===== src/rtl/riscv_icache_miss_ctrl_if.sv =====
// Fetch/tag/DRAM handshake bundle between the instruction-cache miss
// controller and its surroundings.
interface riscv_icache_miss_ctrl_if #(
  parameter int unsigned CNT_W = 32
);
  logic             fetch_req;
  logic             misaligned;
  logic             hit;
  logic             hit_missalign;
  logic             mem_ready;
  logic             stall;
  logic             mem_req;
  logic             mem_sel;
  logic             data_we;
  logic             replace_tag;
  logic             valid_in;
  logic             replace_tag_align;
  logic             valid_in_align;
  logic [CNT_W-1:0] miss_cnt;

  modport master (
    input  fetch_req, misaligned, hit, hit_missalign, mem_ready,
    output stall, mem_req, mem_sel, data_we, replace_tag, valid_in,
           replace_tag_align, valid_in_align, miss_cnt
  );

  modport slave (
    output fetch_req, misaligned, hit, hit_missalign, mem_ready,
    input  stall, mem_req, mem_sel, data_we, replace_tag, valid_in,
           replace_tag_align, valid_in_align, miss_cnt
  );
endinterface


===== src/rtl/riscv_icache_miss_ctrl.sv =====
// Instruction-cache miss controller: fills the addressed block and/or the
// following block (misaligned fetch) from DRAM, one block per mem_ready pulse.
module riscv_icache_miss_ctrl #(
  parameter int unsigned CNT_W = 32
) (
  input  logic                           clk,
  input  logic                           rst,
  riscv_icache_miss_ctrl_if.master       bus
);

  localparam logic [1:0] IDLE       = 2'd0;
  localparam logic [1:0] FILL_MAIN  = 2'd1;
  localparam logic [1:0] FILL_ALIGN = 2'd2;

  logic [1:0]       state_q, state_d;
  logic [CNT_W-1:0] miss_cnt_q, miss_cnt_d;

  logic fetch_done;
  logic stall, mem_req, mem_sel, data_we;
  logic replace_tag, valid_in, replace_tag_align, valid_in_align;

  always_comb begin
    state_d           = state_q;
    fetch_done        = bus.fetch_req & bus.hit & (~bus.misaligned | bus.hit_missalign);
    stall             = 1'b0;
    mem_req           = 1'b0;
    mem_sel           = 1'b0;
    data_we           = 1'b0;
    replace_tag       = 1'b0;
    valid_in          = 1'b0;
    replace_tag_align = 1'b0;
    valid_in_align    = 1'b0;

    case (state_q)
      IDLE: begin
        stall = bus.fetch_req & ~fetch_done;
        if (bus.fetch_req && !bus.hit) begin
          state_d = FILL_MAIN;
        end else if (bus.fetch_req && bus.misaligned && !bus.hit_missalign) begin
          state_d = FILL_ALIGN;
        end
      end
      FILL_MAIN: begin
        stall   = 1'b1;
        mem_req = 1'b1;
        if (bus.mem_ready) begin
          data_we     = 1'b1;
          replace_tag = 1'b1;
          valid_in    = 1'b1;
          state_d     = (bus.misaligned && !bus.hit_missalign) ? FILL_ALIGN : IDLE;
        end
      end
      FILL_ALIGN: begin
        stall   = 1'b1;
        mem_req = 1'b1;
        mem_sel = 1'b1;
        if (bus.mem_ready) begin
          data_we           = 1'b1;
          replace_tag_align = 1'b1;
          valid_in_align    = 1'b1;
          state_d           = IDLE;
        end
      end
      default: state_d = IDLE;
    endcase

    // Counter advances only on real fills; reset forces every strobe low.
    miss_cnt_d = miss_cnt_q + {{(CNT_W-1){1'b0}}, data_we};
    if (!rst) begin
      stall             = 1'b0;
      mem_req           = 1'b0;
      mem_sel           = 1'b0;
      data_we           = 1'b0;
      replace_tag       = 1'b0;
      valid_in          = 1'b0;
      replace_tag_align = 1'b0;
      valid_in_align    = 1'b0;
    end
  end

  always_ff @(posedge clk) begin
    if (!rst) begin
      state_q    <= IDLE;
      miss_cnt_q <= '0;
    end else begin
      state_q    <= state_d;
      miss_cnt_q <= miss_cnt_d;
    end
  end

  assign bus.stall             = stall;
  assign bus.mem_req           = mem_req;
  assign bus.mem_sel           = mem_sel;
  assign bus.data_we           = data_we;
  assign bus.replace_tag       = replace_tag;
  assign bus.valid_in          = valid_in;
  assign bus.replace_tag_align = replace_tag_align;
  assign bus.valid_in_align    = valid_in_align;
  assign bus.miss_cnt          = miss_cnt_q;

endmodule


===== src/flat_wrapper.sv =====
// flat-port wrapper written by rule: the top's interface ports become plain ports
module riscv_icache_miss_ctrl_flat 
#(
  parameter int unsigned CNT_W = 32
)
  (clk, rst, bus_fetch_req, bus_misaligned, bus_hit, bus_hit_missalign, bus_mem_ready, bus_stall, bus_mem_req, bus_mem_sel, bus_data_we, bus_replace_tag, bus_valid_in, bus_replace_tag_align, bus_valid_in_align, bus_miss_cnt);
  riscv_icache_miss_ctrl_if #(.CNT_W(CNT_W)) bus_i ();
  input  logic clk;
  input  logic rst;
  input wire logic [$bits(bus_i.fetch_req)-1:0] bus_fetch_req;
  input wire logic [$bits(bus_i.misaligned)-1:0] bus_misaligned;
  input wire logic [$bits(bus_i.hit)-1:0] bus_hit;
  input wire logic [$bits(bus_i.hit_missalign)-1:0] bus_hit_missalign;
  input wire logic [$bits(bus_i.mem_ready)-1:0] bus_mem_ready;
  output wire logic [$bits(bus_i.stall)-1:0] bus_stall;
  output wire logic [$bits(bus_i.mem_req)-1:0] bus_mem_req;
  output wire logic [$bits(bus_i.mem_sel)-1:0] bus_mem_sel;
  output wire logic [$bits(bus_i.data_we)-1:0] bus_data_we;
  output wire logic [$bits(bus_i.replace_tag)-1:0] bus_replace_tag;
  output wire logic [$bits(bus_i.valid_in)-1:0] bus_valid_in;
  output wire logic [$bits(bus_i.replace_tag_align)-1:0] bus_replace_tag_align;
  output wire logic [$bits(bus_i.valid_in_align)-1:0] bus_valid_in_align;
  output wire logic [$bits(bus_i.miss_cnt)-1:0] bus_miss_cnt;
  assign bus_i.fetch_req = bus_fetch_req;
  assign bus_i.misaligned = bus_misaligned;
  assign bus_i.hit = bus_hit;
  assign bus_i.hit_missalign = bus_hit_missalign;
  assign bus_i.mem_ready = bus_mem_ready;
  assign bus_stall = bus_i.stall;
  assign bus_mem_req = bus_i.mem_req;
  assign bus_mem_sel = bus_i.mem_sel;
  assign bus_data_we = bus_i.data_we;
  assign bus_replace_tag = bus_i.replace_tag;
  assign bus_valid_in = bus_i.valid_in;
  assign bus_replace_tag_align = bus_i.replace_tag_align;
  assign bus_valid_in_align = bus_i.valid_in_align;
  assign bus_miss_cnt = bus_i.miss_cnt;
  riscv_icache_miss_ctrl #(.CNT_W(CNT_W)) u_core (.clk(clk), .rst(rst), .bus(bus_i));
endmodule

===== config.mk =====
export PLATFORM = sky130hd
export DESIGN_NAME = riscv_icache_miss_ctrl_flat
export DESIGN_NICKNAME = d
export VERILOG_FILES = /design/src/rtl/riscv_icache_miss_ctrl_if.sv /design/src/rtl/riscv_icache_miss_ctrl.sv /design/src/flat_wrapper.sv
export SDC_FILE = /design/constraint.sdc
export NUM_CORES = 1
export LEC_CHECK = 0
export ABC_AREA = 1
export CAP_MARGIN = 20
export CORE_UTILIZATION = 45
export CTS_CLUSTER_SIZE = 8
export DETAILED_ROUTE_END_ITERATION = 16
export PLACE_DENSITY = 0.78
export SETUP_SLACK_MARGIN = 0.02
export SYNTH_ARGS = -nofsm -noshare
export SYNTH_HDL_FRONTEND = slang
export SYNTH_SLANG_ARGS = --single-unit

===== constraint.sdc =====
create_clock -name clk -period 1.93 [get_ports clk]
set_input_delay 0.193 -clock clk [delete_from_list [all_inputs] [get_ports clk]]
set_output_delay 0.193 -clock clk [all_outputs]
set_load 0.02 [all_outputs]

# --- Word-level counts from Yosys, hierarchy flattened ---
# Index checks and enable logic that the tools add are counted.
word_totals:
  register_bits: 34
op_classes:
  muxes: 19
  add_sub_neg: 1
  n_reduce_logical: 9
  n_bitwise: 6
  n_eq_ne: 5
op_table:
  columns: ["op", "count"]
  rows:
  - ["$add 32x1->32", 1]
  - ["$mux 1", 12]
  - ["$mux 2", 5]
  - ["$pmux 2 s3", 1]
  - ["$logic_and 1x1->1", 4]
  - ["$ne 2x2->1 const B", 2]
  - ["$and 1x1->1", 3]
  - ["$ne 3x1->1 const B", 1]
  - ["$reduce_and 3->1", 1]
  - ["$eq 2x1->1 const B", 1]
  - ["$eq 2x2->1 const B", 1]
  - ["$logic_not 1->1", 2]
  - ["$logic_not 2->1", 1]
  - ["$not 1->1", 2]
  - ["$pmux 1 s2", 1]
  - ["$reduce_or 2->1", 1]
  - ["$or 1x1->1", 1]

# --- Depth between registers and ports, before layout ---
# Gate-level depths: netlist of run 1.
depth:
  ltp_word: 7
  mapped_depth: 13

# --- Worst setup path after synthesis of run 1 ---
# OpenSTA, ideal clock, no wires.
synth_path:
  kind: "flip-flop to flip-flop"
  start: "register u_core.state_q[0]"
  end: "register u_core.miss_cnt_q[12], in the netlist u_core.bus.miss_cnt[12]"
  slack_ps: 34
  required_ps: 1815
  arrival_time_ps: 1781
  n_path_buf: 0
  path_stages_with_launch: 13
  path_cell_list: "dfxtp_1 inv_1 ha_1 nand2_1 inv_1 ha_1 ha_1 nand2_2 nor2_8 nand2_2 nor2_2 a21oi_1 o21a_1"
synth_between:
  elab_chain_len: 4
  word_cells_on_any_way: 5
  classes_between: "1 x add/sub; 2 x eq/ne; 1 x mux; 1 x reduce/logical"
synth_lines:
  columns: ["item", "line", "rtl"]
  rows:
  - ["start: declaration", "riscv_icache_miss_ctrl.sv:15", "logic [1:0] state_q, state_d;"]
  - ["start signal: assignment", "riscv_icache_miss_ctrl.sv:86", "state_q <= state_d;"]
  - ["$eq 2x1->1 or $eq 2x2->1 (tied branches)", "riscv_icache_miss_ctrl.sv:34", "case (state_q)"]
  - ["$reduce_or 2->1 (no line) *", null, null]
  - ["$mux 1 *", null, null]
  - ["$add 32x1->32 *", "riscv_icache_miss_ctrl.sv:68", "miss_cnt_d = miss_cnt_q + {{(CNT_W-1){1'b0}}, data_we};"]
  - ["end signal: assignment", "riscv_icache_miss_ctrl.sv:87", "miss_cnt_q <= miss_cnt_d;"]
  - ["end: declaration", "riscv_icache_miss_ctrl.sv:16", "logic [CNT_W-1:0] miss_cnt_q, miss_cnt_d;"]
# Mark *: on every way between the ends. The rest lies on a longest branch, timed or not.
# A chain may end at the register's enable or synchronous reset.

# --- Worst setup path in the final report of run 1 ---
layout_path:
  start: "register u_core.state_q[0]"
  end: "register u_core.miss_cnt_q[30], in the netlist u_core.bus.miss_cnt[30]"
# The elaborated chain is that of the path after synthesis.

==> summary.txt, run 1 <==
Cells and area
  – Finished Layout Cells: 417
  – Commonest non-fill, non-tap cell in the layout: nand2_1
  – Most used cells in the layout excluding fill and tap cells: 88 x nand2_1, 54 x nor2_1, 39 x clkdlybuf4s50_1
  – Layout cells sized above 1: 13.9%
  – Layout area overhead: 39.0%
  – Fill cells: 391
  – Fin util: 66.3%
  – Diodes inserted: 0
  – Fin nets: 381
  – Sequential cell area: 683 sq um
  – Footprint of the multi-input gates: 0.00119 sq mm

Synthesis
  – Mapped Cells: 308
  – Yosys warnings: 0
  – Avg Cell Area, Syn: 6.33 sq um
  – Compound-cell area share of the yosys netlist: 8.73%
  – XOR/XNOR Fraction of Synth Area: 2.25%
  – Post-synthesis mux area share: 0%
  – Yosys reg bits: 34
  – Simple-gate area share of the yosys netlist: 41.3%
  – Combinational family with the most area after synthesis: simple AND/OR/NAND/NOR gates
  – Synth unique cells: 23
  – Post-synthesis cell area: 0.00195 sq mm
  – Synth Net Count: 321
  – Post-Synth Adder-Cell Area: 3.85%
  – Register area share after synthesis: 34.9%

Floorplan
  – CORE AREA: 0.00409 sq mm
  – DIE HEIGHT: 67.8 um
  – Die X: 67.8 um
  – Initial Util: 47.7%
  – Row count: 23
  – # IOs: 47
  – Die Area: 0.00460 sq mm

Timing
  – Setup violators final: 0
  – RSZ-0062 raised after global routing: true
  – Worst Tran Pin Value: 0.346 ns
  – Max-slew violations: 0
  – Minimum clock period: 1.84 ns
  – Slew margin rel.: 76.7%
  – Setup Skew: 0.00626 ns
  – Period utilization: 95.5%
  – Final setup margin: 0.0864 ns
  – Total negative slack: 0 ns
  – Fmax: 542 MHz
  – Hold Fails Final Rpt: 0

Power and ir drop
  – Power Density: 546 mW/mm^2
  – Seq pwr share: 48.9%
  – Power Internal: 1.09 mW
  – Clk pwr share: 36.2%
  – Net Switching: 0.388 mW
  – Leakage: 1.07 nW
  – Sw frac: 26.2%
  – Total power: 1.48 mW
  – Comb pwr share: 15.0%
  – Maximum VDD drop: 0.333 mV

Setup path
  – Delay-heaviest family, CP: simple AND/OR/NAND/NOR gates
  – CP Launch Type: flop
  – Critical Path Sink Type: flop
  – CP Data Arrival Time: 2.03 ns
  – Critical path buffer and inverter count: 2
  – CP Max Fanout: 6
  – Critical path class: flop to flop
  – CP required: 2.12 ns
  – Max incr delay on CP: 0.33 ns
  – Worst-path cell chain: inv_2 -> ha_4 -> nand2_2 -> inv_2 -> ha_4 -> ha_4 -> nand2_4 -> nor2_8 -> nand2_4 -> nor2_4 -> nand2_1 -> nand2_1 -> a21oi_2
  – CP dominant cell by count: ha_4
  – Crit-path slowest cell: dfxtp_2

GRT
  – First-pass GRT wire length: 8.19 mm
  – Initial antenna violation count: 0
  – Largest net degree at the start of global routing: 18
  – Vias in the first global route: 1891
  – All-Layer GR Usage: 24.0%
  – Remaining global-route overflow: 0

Detailed routing
  – DRC viols: 0
  – Routed wire per std cell: 12.2 um
  – Via count: 2017
  – DR pass1 iterations: 4
  – Total wire length: 5.10 mm
  – Detail Route Antenna Nets: 0
  – Starting DRC count in detailed routing: 118
  – Vias per Instance: 4.84

Placement
  – Number of buffers inserted by port buffering: 46
  – GPL Wtd Cong: 0.908
  – Placed instance count: 410
  – Pre-CTS WS: -0.0143 ns
  – Post-DP HPWL: 3.70 mm

Clock network
  – CTS clk-pin slew, worst paths: 0.07 ns
  – Clk_lat worst skew: 0.29 ns
  – Cts bufs inserted: 5
  – CTS HTree Levels: 2
  – Cts hold-fix bufs: 0
  – Clock root buffer: clkbuf_8
  – Clock tree buffer depth: 2
  – CTS tree: yes
  – Num Clock Sinks: 34

Min path
  – Hold Path Class: flop to flop

Flow run
  – Max cap viols: 0

Status
  – Outcome: completed
worst register-to-register path: stages, from the launching register on:
cell     delay, ns
dfxtp_2       0.33
inv_2         0.05
ha_4          0.27
nand2_2       0.05
inv_2         0.06
ha_4          0.13
ha_4          0.14
nand2_4       0.06
nor2_8        0.19
nand2_4       0.08
nor2_4        0.18
nand2_1       0.07
nand2_1       0.08
a21oi_2       0.05
registers in the layout, indices dropped and copies added (netlist names):
signal               flops
u_core.bus.miss_cnt     32
u_core.state_q           2
worst paths after layout:
path / end / cells after the start / slack, ns / start
hold reg to reg: u_core.bus.miss_cnt[31]$_SDFF_PN0_ / 2 / 0.48 / u_core.bus.miss_cnt[31]$_SDFF_PN0_
hold / removal: u_core.bus.miss_cnt[31]$_SDFF_PN0_ / 2 / 0.48 / u_core.bus.miss_cnt[31]$_SDFF_PN0_
setup reg to reg: u_core.bus.miss_cnt[30]$_SDFF_PN0_ / 13 / 0.09 / u_core.state_q[0]$_SDFFE_PN0P_
setup / recovery: u_core.bus.miss_cnt[30]$_SDFF_PN0_ / 13 / 0.09 / u_core.state_q[0]$_SDFFE_PN0P_
routing by layer:
metal	GRT usage, %	share of wire, %
met5	0	0
met4	7.81	0.67
met3	5.41	6.2
met2	40.5	49
met1	30.0	44
power by group through the flow:
stage	registers [mW]	clock network (mW)	logic [mW]
2_1_floorplan	0.741	0	0.107
3_3_place_gp	0.734	0	0.204
3_5_place_dp	0.734	0	0.209
4_1_cts	0.718	0.539	0.212
5_1_grt	0.724	0.563	0.249
6_report	0.723	0.535	0.221
synth_stat cells:
master | count | area share, %
nor2_4 | 2 | 1.2
ha_1 | 6 | 3.9
inv_1 | 38 | 7.3
xor2_1 | 3 | 1.3
nand3_1 | 18 | 4.6
nor2_8 | 1 | 1.0
nand3_2 | 1 | 0.51
buf_4 | 2 | 0.77
nand2_4 | 1 | 0.58
dfxtp_1 | 34 | 35
o21ai_0 | 8 | 2.1
nor2_2 | 10 | 3.2
xnor2_1 | 2 | 0.90
nor2_1 | 56 | 11
a21oi_1 | 23 | 5.9
nand2_1 | 90 | 17
buf_2 | 1 | 0.26
clkinv_1 | 1 | 0.19
nand2_2 | 3 | 0.96
nor3_1 | 3 | 0.77
and2_1 | 1 | 0.32
clkbuf_1 | 2 | 0.39
o21a_1 | 2 | 0.77
what timing repair did:
item                       4_1_cts  5_1_grt
pin swaps                        2        8
resized for setup               13       19
setup endpoints to repair       17       25
buffers inserted                 0        1
metrics by stage:
| step | hold WS (ns) | area [sq um] |
|---|---|---|
| 2_1_floorplan | 0.405 | 1950 |
| 3_3_place_gp | 0.462 | 2530 |
| 3_5_place_dp | 0.476 | 2530 |
| 4_1_cts | 0.487 | 2640 |
| 5_1_grt | 0.517 | 2710 |
| 6_report | 0.481 | 2710 |
logic make-up after synthesis:
group	count (synthesis)
AOI/OAI and AO/OA	33
xor gates and xnor gates	5
adders and majority gates	6
buffers and inverters	44
DFF	34
and+or+nand+nor	186
layout make-up:
class                   count  share of cell area (%)
clock buffers               6                    3.05
inverters                  39                    5.40
multi-input cells         230                    44.0
flip-flops and latches     34                    25.2
well taps                  50                    2.31
repair buffers             58                    20.0
No activity file was read; power rests on OpenSTA's default activity.
==> run 2, diff against run 1 <==
==> constraint.sdc (replaced) <==
create_clock -name clk -period 1.5 [get_ports clk]
set_input_delay 0.15 -clock clk [delete_from_list [all_inputs] [get_ports clk]]
set_output_delay 0.15 -clock clk [all_outputs]
set_load 0.02 [all_outputs]
==> run 2 against run 1 <==
Against the previous run: the flow now finishes with violations (negative setup slack); critical endpoint is now u_core.bus.miss_cnt[20]$_SDFF_PN0_; non-clock buffer count grew 12; sequential power up 29%; combinational power increased by 79%.
==> summary.txt, run 2 (synthesis gave the netlist of run 1 again) <==
Status
  – Outcome: finished, violations left
  – Failing checks: negative setup slack

Detailed routing
  – Via count: 2190 (+8.6%)
  – Detail Route Antenna Nets: 0 (unchanged)
  – Vias per Instance: 5.08 (+5.1%)
  – DR pass1 iterations: 4 (unchanged)
  – Total wire length: 5.58 mm (+9.4%)
  – Routed wire per std cell: 13.0 um (+5.9%)
  – DRC viols: 0 (unchanged)
  – Starting DRC count in detailed routing: 171 (+45%)

Power and ir drop
  – Seq pwr share: 45.7% (-3.2 points)
  – Sw frac: 26.9% (+0.71 points)
  – Clk pwr share: 34.8% (-1.4 points)
  – Power Density: 694 mW/mm^2 (+27%)
  – Leakage: 1.41 nW (+32%)
  – Power Internal: 1.49 mW (+36%)
  – Comb pwr share: 19.4% (+4.4 points)
  – Net Switching: 0.548 mW (+41%)
  – Total power: 2.04 mW (+38%)
  – Maximum VDD drop: 0.482 mV (+45%)

Setup path
  – Max incr delay on CP: 0.35 ns (+0.02 ns)
  – Critical Path Sink Type: flop
  – CP required: 1.68 ns (-0.44 ns)
  – CP Max Fanout: 5 (-1)
  – Worst-path cell chain: inv_2 -> ha_4 -> nand2_2 -> inv_2 -> ha_4 -> ha_4 -> nand2_4 -> nor2_8 -> nand2_4 -> nor2_4 -> nand3_1 -> nand2_1 -> nor2_1
  – CP Launch Type: flop
  – Critical path class: flop to flop
  – Crit-path slowest cell: dfxtp_2
  – Delay-heaviest family, CP: simple AND/OR/NAND/NOR gates
  – CP Data Arrival Time: 1.97 ns (-0.06 ns)
  – CP dominant cell by count: ha_4
  – Critical path buffer and inverter count: 2 (unchanged)

Clock network
  – Num Clock Sinks: 34 (unchanged)
  – Clock root buffer: clkbuf_8
  – CTS clk-pin slew, worst paths: 0.07 ns (about the same)
  – Clk_lat worst skew: 0.29 ns (about the same)
  – CTS tree: yes
  – CTS HTree Levels: 2 (unchanged)
  – Cts hold-fix bufs: 0 (unchanged)
  – Cts bufs inserted: 5 (unchanged)
  – Clock tree buffer depth: 2 (unchanged)

GRT
  – All-Layer GR Usage: 26.7% (+2.6 points)
  – Largest net degree at the start of global routing: 17 (-1)
  – Vias in the first global route: 2014 (+6.5%)
  – Initial antenna violation count: 0 (unchanged)
  – Remaining global-route overflow: 0 (unchanged)
  – First-pass GRT wire length: 9.00 mm (+9.9%)

Floorplan
  – Initial Util: 47.7% (unchanged)
  – DIE HEIGHT: 67.8 um (unchanged)
  – Die X: 67.8 um (unchanged)
  – # IOs: 47 (unchanged)
  – CORE AREA: 0.00409 sq mm (unchanged)
  – Die Area: 0.00460 sq mm (unchanged)
  – Row count: 23 (unchanged)

Cells and area
  – Fin nets: 393 (+3.1%)
  – Max reg flops: 32 (unchanged)
  – Diodes inserted: 0 (unchanged)
  – Layout cells sized above 1: 23.6% (+9.7 points)
  – Commonest non-fill, non-tap cell in the layout: nand2_1
  – Most used cells in the layout excluding fill and tap cells: 85 x nand2_1, 49 x nor2_1, 32 x inv_1, 32 x dfxtp_1
  – Fill cells: 334 (-15%)
  – Layout area overhead: 50.7%

Timing
  – Period utilization: 119% (+23 points)
  – RSZ-0062 raised after global routing: true
  – Setup Skew: 0.00238 ns (-0.00388 ns)
  – Fmax: 561 MHz (+3.5%)
  – Minimum clock period: 1.78 ns (-0.0617 ns)
  – Max-slew violations: 0 (unchanged)
  – Final setup margin: -0.282 ns (-0.368 ns)
  – Worst Tran Pin Value: 0.286 ns (-0.0596 ns)
  – Setup violators final: 31 (+31)
  – Hold Fails Final Rpt: 0 (unchanged)
  – Slew margin rel.: 80.9% (+4.2 points)

Min path
  – Hold Path Class: flop to flop

Placement
  – Pre-CTS WS: -0.352 ns (-0.337 ns)
  – GPL Wtd Cong: 0.884 (-2.6%)
  – Post-DP HPWL: 4.08 mm (+10%)
  – Number of buffers inserted by port buffering: 46 (unchanged)

Flow run
  – Max cap viols: 0 (unchanged)
==> run 2: cell types whose count changed in the layout (fill, tap and decap cells not counted), sizes merged <==
cell	delta
clkinv	+1
dlymetal6s2s	+10
buf	+20
clkbuf	+1
dlygate4sd2	+12
clkdlybuf4s50	-30
==> run 2: cell type report <==
cell class | count | area [sq um] | share of cell area, %
multi-input combinational | 230 | 1310 | 44.5
inverter | 39 | 146 | 4.99
sequential | 34 | 683 | 23.3
timing repair buffer | 70 | 647 | 22.0
clock buffer | 7 | 86.3 | 2.94
tap | 50 | 62.6 | 2.13
clock inverter | 1 | 5.00 | 0.171
==> run 2: repair_timing <==
action	in CTS	in global routing
pin swaps	14	15
resized for setup	60	52
buffers inserted	0	3
endpoints found under the setup margin	57	48
==> run 2: worst paths after layout <==
path	startpoint	to	slack, ns	depth (start not counted)
worst max register to register	u_core.state_q[0]$_SDFFE_PN0P_	u_core.bus.miss_cnt[20]$_SDFF_PN0_	-0.28	13
worst max-delay path	u_core.state_q[0]$_SDFFE_PN0P_	u_core.bus.miss_cnt[20]$_SDFF_PN0_	-0.28	13
worst min register to register	u_core.bus.miss_cnt[31]$_SDFF_PN0_	u_core.bus.miss_cnt[31]$_SDFF_PN0_	0.48	2
worst min-delay path	u_core.bus.miss_cnt[31]$_SDFF_PN0_	u_core.bus.miss_cnt[31]$_SDFF_PN0_	0.48	2
==> run 2: through the flow <==
step / TNS (ns) / area, sq um / hold WS (ns) / util [%] / cells
floorplan: -2.91 / 2040 / 0.362 / - / 308
global placement: -7.96 / 2690 / 0.461 / 65.8 / 420
detailed placement: -8.82 / 2690 / 0.478 / 65.8 / 420
CTS: -5.98 / 2760 / 0.489 / 67.4 / 428
global route: -9.07 / 2940 / 0.523 / 71.8 / 431
finish: -6.39 / 2940 / 0.482 / 71.8 / 431
==> run 2: metal layers <==
metal | track usage, % | up-vias | wire length [um]
li1 | - | 1097 | -
met1 | 34.3 | 997 | 2440
met4 | 10.9 | 0 | 113
met2 | 42.5 | 83 | 2570
met5 | 0 | - | 0
met3 | 6.25 | 13 | 458
==> run 2: worst register-to-register path, cell delays in order (launching register included) <==
cell and delay (ns):
dfxtp_2 0.35, inv_2 0.05, ha_4 0.26, nand2_2 0.04, inv_2 0.05, ha_4 0.13
ha_4 0.14, nand2_4 0.07, nor2_8 0.16, nand2_4 0.11, nor2_4 0.13, nand3_1 0.08
nand2_1 0.06, nor2_1 0.04
==> run 2: power by group through the flow <==
stage                     clock, mW  combinational (mW)  sequential [mW]
after global placement            0               0.318            0.952
final                         0.710               0.396            0.932
after detailed placement          0               0.324            0.952
after global routing          0.759               0.433            0.932
after CTS                     0.720               0.311            0.932
after floorplan                   0               0.160            0.960
